===== src/rtl/matrix_crc_tx_framer_pkg.sv =====
// Shared constants for the Gen2 transmit CRC framer: CRC presets and polynomials,
// CrcMode codes, CRC lengths and FSM state codes.
// The CRC5 constants exist only when MATRIX_CRC5_EN is defined.
package matrix_crc_tx_framer_pkg;

  localparam logic [15:0] Crc16Preset = 16'hFFFF;
  localparam logic [15:0] Crc16Poly   = 16'h1021;
  localparam logic [5:0]  Crc16Len    = 6'd16;

`ifdef MATRIX_CRC5_EN
  localparam logic [4:0]  Crc5Preset  = 5'b01001;
  localparam logic [4:0]  Crc5Poly    = 5'b01001;
  localparam logic [5:0]  Crc5Len     = 6'd5;
`endif

  localparam logic [1:0]  ModeNone    = 2'b00;
  localparam logic [1:0]  ModeCrc16   = 2'b01;
  localparam logic [1:0]  ModeCrc5    = 2'b10;
  localparam logic [1:0]  ModeRsvd    = 2'b11;

  localparam logic [2:0]  StIdle      = 3'd0;
  localparam logic [2:0]  StLoad      = 3'd1;
  localparam logic [2:0]  StShift     = 3'd2;
  localparam logic [2:0]  StCrc       = 3'd3;
  localparam logic [2:0]  StDone      = 3'd4;

endpackage


===== src/rtl/matrix_crc_tx_lfsr.sv =====
// Serial MSB-first CRC LFSR of selectable width.
// The shift enable holds the register when low. When the feedback gate is
// low the register only shifts left, which is how the CRC is shifted out.
module matrix_crc_tx_lfsr #(
  parameter int Width = 16,
  parameter logic [Width-1:0] Poly = 16'h1021,
  parameter logic [Width-1:0] PresetVal = 16'hFFFF
) (
  input  logic             Clk,
  input  logic             Reset,
  input  logic             PresetEn,
  input  logic             ShiftEn,
  input  logic             FbEn,
  input  logic             DataIn,
  output logic [Width-1:0] Crc,
  output logic [Width-1:0] CrcNext
);

  logic feedback;

  // Value the register takes on the next enabled shift
  always_comb begin
    feedback = FbEn & (Crc[Width-1] ^ DataIn);
    CrcNext  = {Crc[Width-2:0], 1'b0} ^ (feedback ? Poly : '0);
  end

  // Preset wins over a shift; otherwise hold unless enabled
  always_ff @(posedge Clk or posedge Reset) begin
    if (Reset)
      Crc <= PresetVal;
    else if (PresetEn)
      Crc <= PresetVal;
    else if (ShiftEn)
      Crc <= CrcNext;
  end

endmodule


===== src/rtl/matrix_crc_tx_framer.sv =====
// Gen2 reader->tag transmit framer: serialises MSB-aligned command words MSB-first
// and appends CRC16 (complemented) or CRC5 (uncomplemented).
// Build option: MATRIX_CRC5_EN adds the CRC5 LFSR and makes CrcMode 10 legal.
//
// state   | meaning
// IDLE    | no frame; waits for FrameStart
// LOAD    | WordReady high, waiting for the next data word
// SHIFT   | sending data bits from the shift register
// CRC     | sending CRC bits
// DONE    | TxDone pulse, TxCrc updated
module matrix_crc_tx_framer
  import matrix_crc_tx_framer_pkg::*;
(
  input  logic        Clk,
  input  logic        Reset,
  input  logic        FrameStart,
  input  logic [1:0]  CrcMode,
  input  logic        FrameAbort,
  input  logic [31:0] WordData,
  input  logic [5:0]  WordBitCnt,
  input  logic        WordLast,
  input  logic        WordValid,
  output logic        WordReady,
  output logic        TxBit,
  output logic        TxBitValid,
  input  logic        TxBitReady,
  output logic        TxBusy,
  output logic        TxDone,
  output logic        ModeErr,
  output logic [15:0] TxCrc
);

  logic [2:0]  state;
  logic [1:0]  mode;
  logic [31:0] shreg;
  logic [5:0]  bitCnt;
  logic        lastWord;
  logic [15:0] finalCrc;
  logic        modeLegal;
  logic [5:0]  wordLen;
  logic        presetEn;
  logic        shiftAcc;
  logic        crcAcc;
  logic [15:0] crc16Val;
  logic [15:0] crc16Next;

  // Mode legality and word length decode
  always_comb begin
`ifdef MATRIX_CRC5_EN
    modeLegal = (CrcMode != ModeRsvd);
`else
    modeLegal = (CrcMode == ModeNone) || (CrcMode == ModeCrc16);
`endif
    wordLen  = ((WordBitCnt == 6'd0) || (WordBitCnt > 6'd32)) ? 6'd32 : WordBitCnt;
    presetEn = (state == StIdle) && FrameStart && modeLegal;
    shiftAcc = (state == StShift) && TxBitReady && !FrameAbort;
    crcAcc   = (state == StCrc) && TxBitReady && !FrameAbort;
  end

  matrix_crc_tx_lfsr #(.Width(16), .Poly(Crc16Poly), .PresetVal(Crc16Preset)) uCrc16 (
    .Clk     (Clk),
    .Reset   (Reset),
    .PresetEn(presetEn),
    .ShiftEn (shiftAcc || (crcAcc && (mode == ModeCrc16))),
    .FbEn    (state == StShift),
    .DataIn  (shreg[31]),
    .Crc     (crc16Val),
    .CrcNext (crc16Next)
  );

`ifdef MATRIX_CRC5_EN
  logic [4:0] crc5Val;
  logic [4:0] crc5Next;

  matrix_crc_tx_lfsr #(.Width(5), .Poly(Crc5Poly), .PresetVal(Crc5Preset)) uCrc5 (
    .Clk     (Clk),
    .Reset   (Reset),
    .PresetEn(presetEn),
    .ShiftEn (shiftAcc || (crcAcc && (mode == ModeCrc5))),
    .FbEn    (state == StShift),
    .DataIn  (shreg[31]),
    .Crc     (crc5Val),
    .CrcNext (crc5Next)
  );
`endif

  // Frame sequencing; abort outranks every handshake
  always_ff @(posedge Clk or posedge Reset) begin
    if (Reset) begin
      state    <= StIdle;
      mode     <= ModeNone;
      shreg    <= '0;
      bitCnt   <= '0;
      lastWord <= 1'b0;
      finalCrc <= '0;
      TxCrc    <= '0;
      ModeErr  <= 1'b0;
    end else if (FrameAbort && (state != StIdle)) begin
      state  <= StIdle;
      bitCnt <= '0;
    end else begin
      case (state)
        StIdle: begin
          if (FrameStart) begin
            if (modeLegal) begin
              mode    <= CrcMode;
              ModeErr <= 1'b0;
              state   <= StLoad;
            end else begin
              ModeErr <= 1'b1;
            end
          end
        end
        StLoad: begin
          if (WordValid) begin
            shreg    <= WordData;
            bitCnt   <= wordLen;
            lastWord <= WordLast;
            state    <= StShift;
          end
        end
        StShift: begin
          if (TxBitReady) begin
            shreg <= {shreg[30:0], 1'b0};
            if (bitCnt == 6'd1) begin
              if (!lastWord) begin
                bitCnt <= '0;
                state  <= StLoad;
              end else begin
                // Capture the CRC now: shifting it out clears the LFSR
`ifdef MATRIX_CRC5_EN
                finalCrc <= (mode == ModeCrc5) ? {11'd0, crc5Next} : crc16Next;
`else
                finalCrc <= crc16Next;
`endif
                if (mode == ModeNone) begin
                  bitCnt <= '0;
                  state  <= StDone;
                end else begin
`ifdef MATRIX_CRC5_EN
                  bitCnt <= (mode == ModeCrc5) ? Crc5Len : Crc16Len;
`else
                  bitCnt <= Crc16Len;
`endif
                  state  <= StCrc;
                end
              end
            end else begin
              bitCnt <= bitCnt - 6'd1;
            end
          end
        end
        StCrc: begin
          if (TxBitReady) begin
            bitCnt <= bitCnt - 6'd1;
            if (bitCnt == 6'd1)
              state <= StDone;
          end
        end
        StDone: begin
          TxCrc <= finalCrc;
          state <= StIdle;
        end
        default: state <= StIdle;
      endcase
    end
  end

  // Serial bit selection and status decode
  always_comb begin
    TxBit = 1'b0;
    case (state)
      StShift: TxBit = shreg[31];
      StCrc: begin
`ifdef MATRIX_CRC5_EN
        TxBit = (mode == ModeCrc5) ? crc5Val[4] : ~crc16Val[15];
`else
        TxBit = ~crc16Val[15];
`endif
      end
      default: TxBit = 1'b0;
    endcase
    TxBitValid = (state == StShift) || (state == StCrc);
    WordReady  = (state == StLoad);
    TxBusy     = (state != StIdle);
    TxDone     = (state == StDone);
  end

endmodule

===== config.mk =====
export PLATFORM = sky130hd
export DESIGN_NAME = matrix_crc_tx_framer
export DESIGN_NICKNAME = d
export VERILOG_FILES = /design/src/rtl/matrix_crc_tx_framer_pkg.sv /design/src/rtl/matrix_crc_tx_lfsr.sv /design/src/rtl/matrix_crc_tx_framer.sv
export SDC_FILE = /design/constraint.sdc
export NUM_CORES = 1
export LEC_CHECK = 0
export ABC_AREA = 0
export CAP_MARGIN = 5
export CELL_PAD_IN_SITES_DETAIL_PLACEMENT = 2
export CELL_PAD_IN_SITES_GLOBAL_PLACEMENT = 2
export CORE_MARGIN = 2
export CORE_UTILIZATION = 34
export CTS_CLUSTER_DIAMETER = 80
export DETAILED_ROUTE_END_ITERATION = 12
export GPL_TIMING_DRIVEN = 0
export MAX_ROUTING_LAYER = met4
export PLACE_DENSITY = 0.75
export RECOVER_POWER = 25
export SYNTH_ARGS = -nofsm -noshare
export SYNTH_HDL_FRONTEND = slang
export SYNTH_HIERARCHICAL = 1
export SYNTH_SLANG_ARGS = --single-unit

===== constraint.sdc =====
create_clock -name Clk -period 2.6 [get_ports Clk]
set_clock_uncertainty 0.1 [all_clocks]
set_input_delay 0.26 -clock Clk [delete_from_list [all_inputs] [get_ports Clk]]
set_output_delay 0.26 -clock Clk [all_outputs]
set_load 0.005 [all_outputs]

### Word-level counts from Yosys, hierarchy flattened

Index checks and enable logic that the tools add are counted.

* multiplexer cells: 28
* $lt $le $gt $ge: 1
* bitwise operators: 5
* equal/unequal tests: 16
* reduce and logical (&&, ||, !) cells: 29
* $add $sub $neg: 1

Operator list (number)
* 2-to-1 mux 32 bit: 2
* case mux 32 bit (2 select lines): 1
* 2-to-1 mux 6 bit: 6
* 2-to-1 mux 16 bit: 2
* 2-to-1 mux 3 bit: 10
* case mux 6 bit (3 select lines): 1
* XOR 16 bit: 1
* 2-to-1 mux 13 bit: 1
* != test 3 x 2 -> 1 bit (second input constant): 4
* case mux 3 bit (4 select lines): 1
* AND reduction 4 bit: 3
* 2-to-1 mux 5 bit: 2
* logical AND 1 bit: 8
* AND reduction 7 bit: 1
* == test 3 x 2 -> 1 bit (second input constant): 2
* == test 6 x 1 -> 1 bit (second input constant): 1
* > comparator 6 bit (second input constant): 1
* zero test 6 bit: 1
* != test 3 bit (second input constant): 2
* AND reduction 3 bit: 2
* subtractor 6 x 1 -> 6 bit (second input constant): 1
* AND reduction 5 bit: 1
* == test 2 x 1 -> 1 bit (second input constant): 2
* zero test 2 bit: 2
* 16 further kinds: 22

* logic and storage cells: 89
* output and inout bits: 22
* register bits: 93
* input bits: 47

### Longest topological paths before layout

Gate-level depths: netlist (run 1).

* depth after elaboration: 7
* depth in mapped cells: 8
* gate-level depth less buffers: 6

### Modules after synthesis

Netlist (run 1), hierarchy kept.

Modules (own cells, without submodules)
* matrix_crc_tx_framer: cells each 313, area an instance 3658.5 sq um, times used 1, sequential area each 1926.8 sq um
* matrix_crc_tx_lfsr: cells each 83, area an instance 904.6 sq um, times used 1, sequential area each 420.4 sq um

### Worst setup path before layout (run 1)

OpenSTA, ideal clock, no wires.

* path type: reg2reg
* start: reg bitCnt[1]
* end: reg finalCrc[0]
* stages on the path, launching flop included: 8
* path buffers: 1
* library setup time: 125 ps
* setup slack: 695 ps
* arrival time: 1680 ps
* data required time: 2375 ps
* clock period less this slack: 1905 ps
* cell sequence: dfrtp_1 inv_1 ha_1 nor2b_1 nand3_1 nor2_4 buf_6 mux2_2

* cells in the longest elaborated chain, start to end: 2

RTL lines
* start: declaration: RTL line matrix_crc_tx_framer.sv:36 `logic [5:0] bitCnt;`
* start signal: assignment: RTL line matrix_crc_tx_framer.sv:117 `bitCnt <= wordLen;`
* start signal: assignment: RTL line matrix_crc_tx_framer.sv:143 `bitCnt <= Crc16Len;`
* start signal: assignment: RTL line matrix_crc_tx_framer.sv:149 `bitCnt <= bitCnt - 6'd1;`
* == test 6 x 1 -> 1 bit: RTL line matrix_crc_tx_framer.sv:125 `if (bitCnt == 6'd1) begin`
* AND reduction 5 bit (no source line)
* end signal: assignment: RTL line matrix_crc_tx_framer.sv:134 `finalCrc <= crc16Next;`
* end: declaration: RTL line matrix_crc_tx_framer.sv:38 `logic [15:0] finalCrc;`

No other way between the ends.
A chain may end at the register's enable or synchronous reset.

### Worst setup path in the final report (run 1)

* start: reg state[1]
* end: out TxBit

* cells in the longest elaborated chain, start to end: 2
* elaborated cells on any way between the ends: 3
* classes of those cells: eq/ne (2); mux (1)

RTL lines
* start: declaration: RTL line matrix_crc_tx_framer.sv:33 `logic [2:0] state;`
* start signal: assignment: RTL line matrix_crc_tx_framer.sv:90 `state <= StIdle;`
* start signal: assignment: RTL line matrix_crc_tx_framer.sv:99 `state <= StIdle;`
* start signal: assignment: RTL line matrix_crc_tx_framer.sv:108 `state <= StLoad;`
* == test 3 x 2 -> 1 bit: RTL line matrix_crc_tx_framer.sv:172 `case (state)`
* case mux 1 bit (2 select lines) (*): RTL line matrix_crc_tx_framer.sv:172
* end: declaration: RTL line matrix_crc_tx_framer.sv:24 `output logic TxBit,`

Every way passes the cells marked *; elsewhere a longest branch is shown, timed or not.

==> impl_results.md, run 1 <==
* Antenna diode count at 0
* Comb power frac at 34.1%
* Transition time of the tightest slew-check pin at 1530 ps
* Slew margin rel. at -2.54%
* Static leakage at 2.46 nW
* Total nets after synthesis at roughly 450
* Synthesized netlist cell count at 396
* Switching power share of the total at 32.9%
* Level count of the clock H-tree at 3
* DRC viols at 0
* Distinct cells, synth at 56
* Total Power Consumption at a little under 6 mW
* Hold Violations, Final at 0
* Kind of critical path: reg2out
* Total congestion overflow after global routing at 0
* Post-DR vias/cell at ~5.0
* Post-CTS Setup Bufs at 0
* EDFF count, synth at 0
* Outcome: finished, violations left
* Clock latency at the later pin of the worst-skew pair at 350 ps
* Register area share after synthesis at about half
* Via count of the first global-routing pass at 3691
* Number of violations of the max-capacitance limit at 1
* Post-detail-place hpwl at 8.04 mm
* Post-placement setup slack at 236 ps
* Global-route wire length before repair at 18.8 mm
* Switching pwr at 1.90 mW
* Worst Slack Setup Final at 216 ps
* Cts repair resizes at 0
* Worst setup EP type: output pin
* 1st-pass router iterations at 4
* Maximum net fanout on the critical path at 8
* Cell-internal power at 3.88 mW
* Maximum clock insertion buffer count at 2
* I/O pin count at between 60 and 70
* Number of clock sinks at 93
* Average cell area after synthesis at approximately 12 um2
* Final clock period utilization by the worst path at 91.7%
* Data arrival time at the worst-slack endpoint at 2020 ps
* Fraction of layout cells with a size suffix above 1 at 23.3%
* Routed WL per cell at around 17 um
* Number of antenna violations at the first check in global routing at 0
* Fraction of power consumed by sequential logic at between 40% and 50%
* Pin count of the biggest net entering global routing at 46
* Clock tree from TritonCTS: done
* Count of antenna-violating nets left after detailed routing at 0
* Routed wire length at 11.0 mm
* Clock root cell: sky130_fd_sc_hd__clkbuf_16
* Ratio of total power to cell area at between 900 and 1000 mW/mm2
* Most common flop cell mapped by yosys: sky130_fd_sc_hd__dfrtp_1
* Peak ir drop on the vdd network at 0.000352 V
* Count of yosys warnings during synthesis at 6
* Min-delay worst type: in2reg
* Number of nets in the final layout at 524
* Final Max Tran Viols at 33
* Total number of vias at roughly 3300
* Req. time, crit path at 2240 ps
* Clock share of power at between 20% and 30%
* Total number of placement rows at 42
* Number of buffers inserted for hold repair after clock tree synthesis at 0
* Startpoint types: flop
* Core outline area at 0.0132 mm2
* Register bit count reported by yosys at 93
* GRT Overall Usage at between 15 and 20%
* Clk slew on worst S/H paths at 70 ps
* Area of the mapped netlist at 0.00456 mm2
* Starting density of the core at 34.6%
* Initial DRC count at 96
* Floorplan die area at 0.0144 mm2
* Unrepaired setup endpoints after global routing: no
* Minimum period implied by the final worst setup slack at 2380 ps
* Post-Route Utilization at 44.0%
* Max frequency at 419 MHz
* Number of clock buffers inserted by TritonCTS at 9
* Die X at 120 um
* Area grow syn2layout at 27.1%
* Number of buffers added on ports at 67
* RePlAce Congestion at 0.811
* Violations in the final reports: capacitance limit, slew limit
* Overall die height at about 120 um
* Fraction of registers with async set/reset at 100%
* # setup viols final at 0
-- final timing paths --
kind / start / endpoint / slack [ps] / cells after the start
max: state[1]$_DFFE_PP0P_ / TxBit / 220 / 4
min reg2reg: finalCrc[0]$_DFFE_PP0P_ / TxCrc[0]$_DFFE_PP0P_ / 400 / 1
max in group asynchronous: Reset / mode[0]$_DFFE_PP0P_ / 930 / 3
min in group asynchronous: Reset / TxCrc[9]$_DFFE_PP0P_ / 650 / 2
min: FrameAbort / state[0]$_DFFE_PP0P_ / 240 / 3
max reg2reg: state[2]$_DFFE_PP0P_ / uCrc16/Crc[0]$_DFFE_PP1P_ / 290 / 8
-- cell usage after synthesis, drive strengths merged (3+ instances only) --
master / count / share of area [%]
dfrtp: 77 / 42
nor2: 43 / 3.7
buf: 37 / 5.5
a21oi: 36 / 3.9
mux2: 35 / 8.6
mux2i: 32 / 7.0
dfstp: 16 / 9.2
a211o: 14 / 2.7
inv: 14 / 1.2
nor2b: 13 / 1.8
nor3: 7 / 1.1
nand3b: 6 / 1.5
nand2: 5 / 0.41
o2bb2ai: 5 / 0.96
nand2b: 4 / 0.55
or3: 4 / 0.55
xnor2: 4 / 0.93
a211oi: 3 / 0.77
and2b: 3 / 0.49
nor3b: 3 / 0.49
o21ai: 3 / 0.33
-- worst max-delay path: stages, from the launching register on --
cell                              delay (ps)
sky130_fd_sc_hd__dfrtp_1                 490
sky130_fd_sc_hd__nand2b_1                100
sky130_fd_sc_hd__buf_2                   190
sky130_fd_sc_hd__a211oi_1                330
sky130_fd_sc_hd__clkdlybuf4s50_1         570
-- cells by family after synthesis --
logic type / Yosys count / synth area share, %
AO/OA/AOI/OAI: 80 / 12.3
buffers and inverters: 51 / 6.61
adder cells (fa/ha/maj): 2 / 0.548
XOR/XNOR: 4 / 0.932
AND/OR/NAND/NOR: 99 / 12.5
multiplexers: 67 / 15.7
flip-flops: 93 / 51.4
-- area by class of cell --
class	count	area, um2
sequential	93	2350
multi-input combinational	252	1910
timing repair buffer	68	698
clock inverter	5	82.6
fill	1391	7390
inverter	14	53.8
tap	176	220
clock buffer	11	233
buffer	37	249
-- per-layer routing --
metal | wire [um] | global-route usage, %
met5 | 0 | -
met4 | 197 | 6.40
met2 | 5580 | 28.6
met1 | 4750 | 20.3
met3 | 418 | 3.56
-- power groups by stage --
stage | logic (mW) | clock network, mW | registers (mW)
5_1_grt | 2.22 | 1.52 | 2.49
3_3_place_gp | 1.91 | 0 | 2.39
6_report | 1.97 | 1.42 | 2.40
2_1_floorplan | 1.50 | 0 | 2.29
4_1_cts | 2.02 | 1.46 | 2.40
3_5_place_dp | 2.00 | 0 | 2.42
-- state kept, by name, indices dropped and copies added (netlist names), 2 cells and up --
register / cells
shreg: 32
TxCrc: 16
finalCrc: 16
uCrc16/Crc: 16
bitCnt: 6
state: 3
mode: 2
-- placed cells by master (no fill, tap or decap), types with 14 or more instances in the layout --
cell,n
sky130_fd_sc_hd__dfrtp_1,77
sky130_fd_sc_hd__clkdlybuf4s50_1,66
sky130_fd_sc_hd__nor2_1,42
sky130_fd_sc_hd__a211o_1,14
sky130_fd_sc_hd__mux2i_1,32
sky130_fd_sc_hd__mux2_2,33
sky130_fd_sc_hd__a21oi_1,36
sky130_fd_sc_hd__buf_4,21
sky130_fd_sc_hd__dfstp_2,16
-- through the flow --
stage	area [um2]	setup TNS, ps	std cells	hold slack [ps]
after floorplan	4560	0	396	292
final	5800	0	656	237
after CTS	5800	0	656	216
after global routing	5800	0	656	264
after detailed placement	5480	0	640	394
after global placement	5450	-91170	639	379
Note: power is estimated with default switching activity, not from simulation.
==> run 2: changes to the inputs <==
--- a/config.mk
+++ b/config.mk
@@ -14,7 +14,6 @@
 export CTS_CLUSTER_DIAMETER = 80
 export DETAILED_ROUTE_END_ITERATION = 12
 export GPL_TIMING_DRIVEN = 0
-export MAX_ROUTING_LAYER = met4
 export PLACE_DENSITY = 0.75
 export RECOVER_POWER = 25
 export SYNTH_ARGS = -nofsm -noshare
==> run 2 against run 1 <==
The run still ends with capacitance limit, slew limit left. Total power about the same. Clock-buffer cell count stayed put. Routed wire length is essentially flat. Critical endpoint unchanged. Largest power group unchanged.
==> impl_results.md, run 2 (synthesized netlist as in run 1, its figures left out) <==
* Outcome: finished, violations left
* Violations in the final reports: capacitance limit, slew limit
* Top cell family by delay on the critical path: buffers and inverters
* Number of instances in the placed design at 640
* Number of violations of the max-capacitance limit at 1
* Worst setup path startpoint: state[1]$_DFFE_PP0P_
* Worst setup EP type: output pin
* Number of buffers inserted for hold repair after clock tree synthesis at 0
* Post-Route Utilization at around 44%
* Static leakage at 2.46 nW
* Hold Violations, Final at 0
* # setup viols final at 0
* Maximum clock insertion buffer count at 2
* Worst Setup EP: TxBit
* Finished layout cell area at 0.00580 mm2
* Post-route insts no fill at 656
* Routed WL per cell at 16.7 um
* Initial DRC count at around 100
* Sum Neg Setup Slack at 0 ps
* Total congestion overflow after global routing at 0
* Area of the multi-input gates at 0.00191 mm2
* RePlAce Congestion at about 0.80
* Starting density of the core at between 30% and 40%
* Area grow syn2layout at 27.1%
* I/O pin count at ~70
* Max stage delay on crit path at around 570 ps
* Floorplan die area at around 0.014 mm2
* # fillers at 1391
* Minimum period implied by the final worst setup slack at 2380 ps
* Fraction of power consumed by sequential logic at 41.4%
* Total number of placement rows at 42
* Core outline area at 0.0132 mm2
* Antenna diode count at 0
* Switching power share of the total at 32.9%
* Cell with the largest stage delay on the worst path: sky130_fd_sc_hd__clkdlybuf4s50_1
* Routed wire length at 11.0 mm
* Worst path buffer plus inverter count at 2
* Post-placement setup slack at around 240 ps
* Register Area at 0.00235 mm2
* Register-to-Register Path Depth at 8
* Pin count of the biggest net entering global routing at 46
* Peak ir drop on the vdd network at 0.000352 V
* Clk slew on worst S/H paths at ~70 ps
* Final Hold Slack at ~240 ps
* Flip-flop count of the largest register, all copies and words added at 32
* Data arrival time at the worst-slack endpoint at 2020 ps
* Number of buffers added on ports at 67
* Fraction of layout cells with a size suffix above 1 at 23.3%
* Number of nets in the final layout at approximately 520
* Die X at ~120 um
* Slew margin rel. at -2.62%
* Min-delay worst type: in2reg
* DRC viols at 0
* Highest-count cells in the layout ignoring fill and taps: 77 x sky130_fd_sc_hd__dfrtp_1, 66 x sky130_fd_sc_hd__clkdlybuf4s50_1, 42 x sky130_fd_sc_hd__nor2_1
* Comb power frac at 34.1%
* Total Power Consumption at around 5.8 mW
* Clock tree from TritonCTS: done
* Critical path depth in cells at 4
* Unrepaired setup endpoints after global routing: no
* Cts repair resizes at 0
* Ratio of total power to cell area at 998 mW/mm2
* Number of antenna violations at the first check in global routing at 0
* Startpoint of the most critical register-to-register path: state[2]$_DFFE_PP0P_
* Number of clock buffers inserted by TritonCTS at 9
* Post-DR vias/cell at 4.99
* Clock root cell: sky130_fd_sc_hd__clkbuf_16
* Kind of critical path: reg2out
* Top register by number of flip-flops: shreg
* Flop-to-flop setup slack at between 200 and 300 ps
* Final clock period utilization by the worst path at 91.7%
* GRT Overall Usage at 16.6%
* Final Max Tran Viols at 33
* Standard cell area after detailed placement at 0.00548 mm2
* Level count of the clock H-tree at 3
* Number of clock sinks at a little over 90
* Post-detail-place hpwl at 8.04 mm
* Max frequency at about 420 MHz
* Post-CTS Setup Bufs at 0
* Startpoint types: flop
* 1st-pass router iterations at 4
* Transition time of the tightest slew-check pin at 1530 ps
* Count of antenna-violating nets left after detailed routing at 0
* Clock share of power at 24.5%
* Req. time, crit path at 2240 ps
* Total number of vias at 3274
* Via count of the first global-routing pass at 3691
* Global-route wire length before repair at 18.8 mm
* Cell-internal power at 3.88 mW
* CP Cell Sequence: nand2b_1, buf_2, a211oi_1, clkdlybuf4s50_1
* R2r endpoint: uCrc16/Crc[0]$_DFFE_PP1P_
* Worst hold path cell count at 3
* Switching pwr at 1.90 mW
* Clock latency at the later pin of the worst-skew pair at about 350 ps
* Overall die height at 120 um
* Maximum net fanout on the critical path at 8
* Worst Slack Setup Final at 217 ps
* Most common library cell in the layout ignoring fill and taps: sky130_fd_sc_hd__dfrtp_1
## run 2: cell counts in the layout (fill, tap and decap cells not counted)
No cell type changed its count.
## run 2: per-layer routing
layer | GRT usage, % | vias to the layer above | wire length (um)
met1 | 20.1 | 1673 | 4720
met4 | 6.40 | 0 | 192
met5 | 0 | - | 0
met2 | 28.6 | 48 | 5580
met3 | 3.85 | 12 | 463
li1 | - | 1541 | -
## run 2: worst register-to-register path: stages, from the launching register on
cell	delay [ps]
sky130_fd_sc_hd__dfrtp_1	380
sky130_fd_sc_hd__buf_2	200
sky130_fd_sc_hd__nor2_1	220
sky130_fd_sc_hd__nand3b_1	130
sky130_fd_sc_hd__nor2_1	330
sky130_fd_sc_hd__buf_2	290
sky130_fd_sc_hd__buf_1	410
sky130_fd_sc_hd__a21oi_1	80
sky130_fd_sc_hd__o21ai_0	100
## run 2: how the worst min path moves through the flow
stage	from	end	slack (ps)
after floorplan	WordLast	lastWord$_DFFE_PP0P_	290
after global placement	finalCrc[14]$_DFFE_PP0P_	finalCrc[14]$_DFFE_PP0P_	380
after detailed placement	finalCrc[0]$_DFFE_PP0P_	TxCrc[0]$_DFFE_PP0P_	390
after CTS	Reset	TxCrc[9]$_DFFE_PP0P_	220
after global routing	FrameAbort	state[0]$_DFFE_PP0P_	260
final	FrameAbort	state[0]$_DFFE_PP0P_	240
## run 2: cell type report
type | count | share of cell area [%]
clock buffers | 11 | 4.01
well taps | 176 | 3.80
repair buffers | 68 | 12.0
multi-input cells | 252 | 33.0
flip-flops and latches | 93 | 40.5
clock inverters | 5 | 1.42
plain buffers | 37 | 4.29
inverters | 14 | 0.928
## run 2: power by group through the flow
stage                     registers [mW]  clock network (mW)  logic (mW)
final                               2.40                1.42        1.97
after global routing                2.49                1.52        2.22
after CTS                           2.40                1.46        2.02
after detailed placement            2.42                   0        2.00
after global placement              2.39                   0        1.91
after floorplan                     2.29                   0        1.50
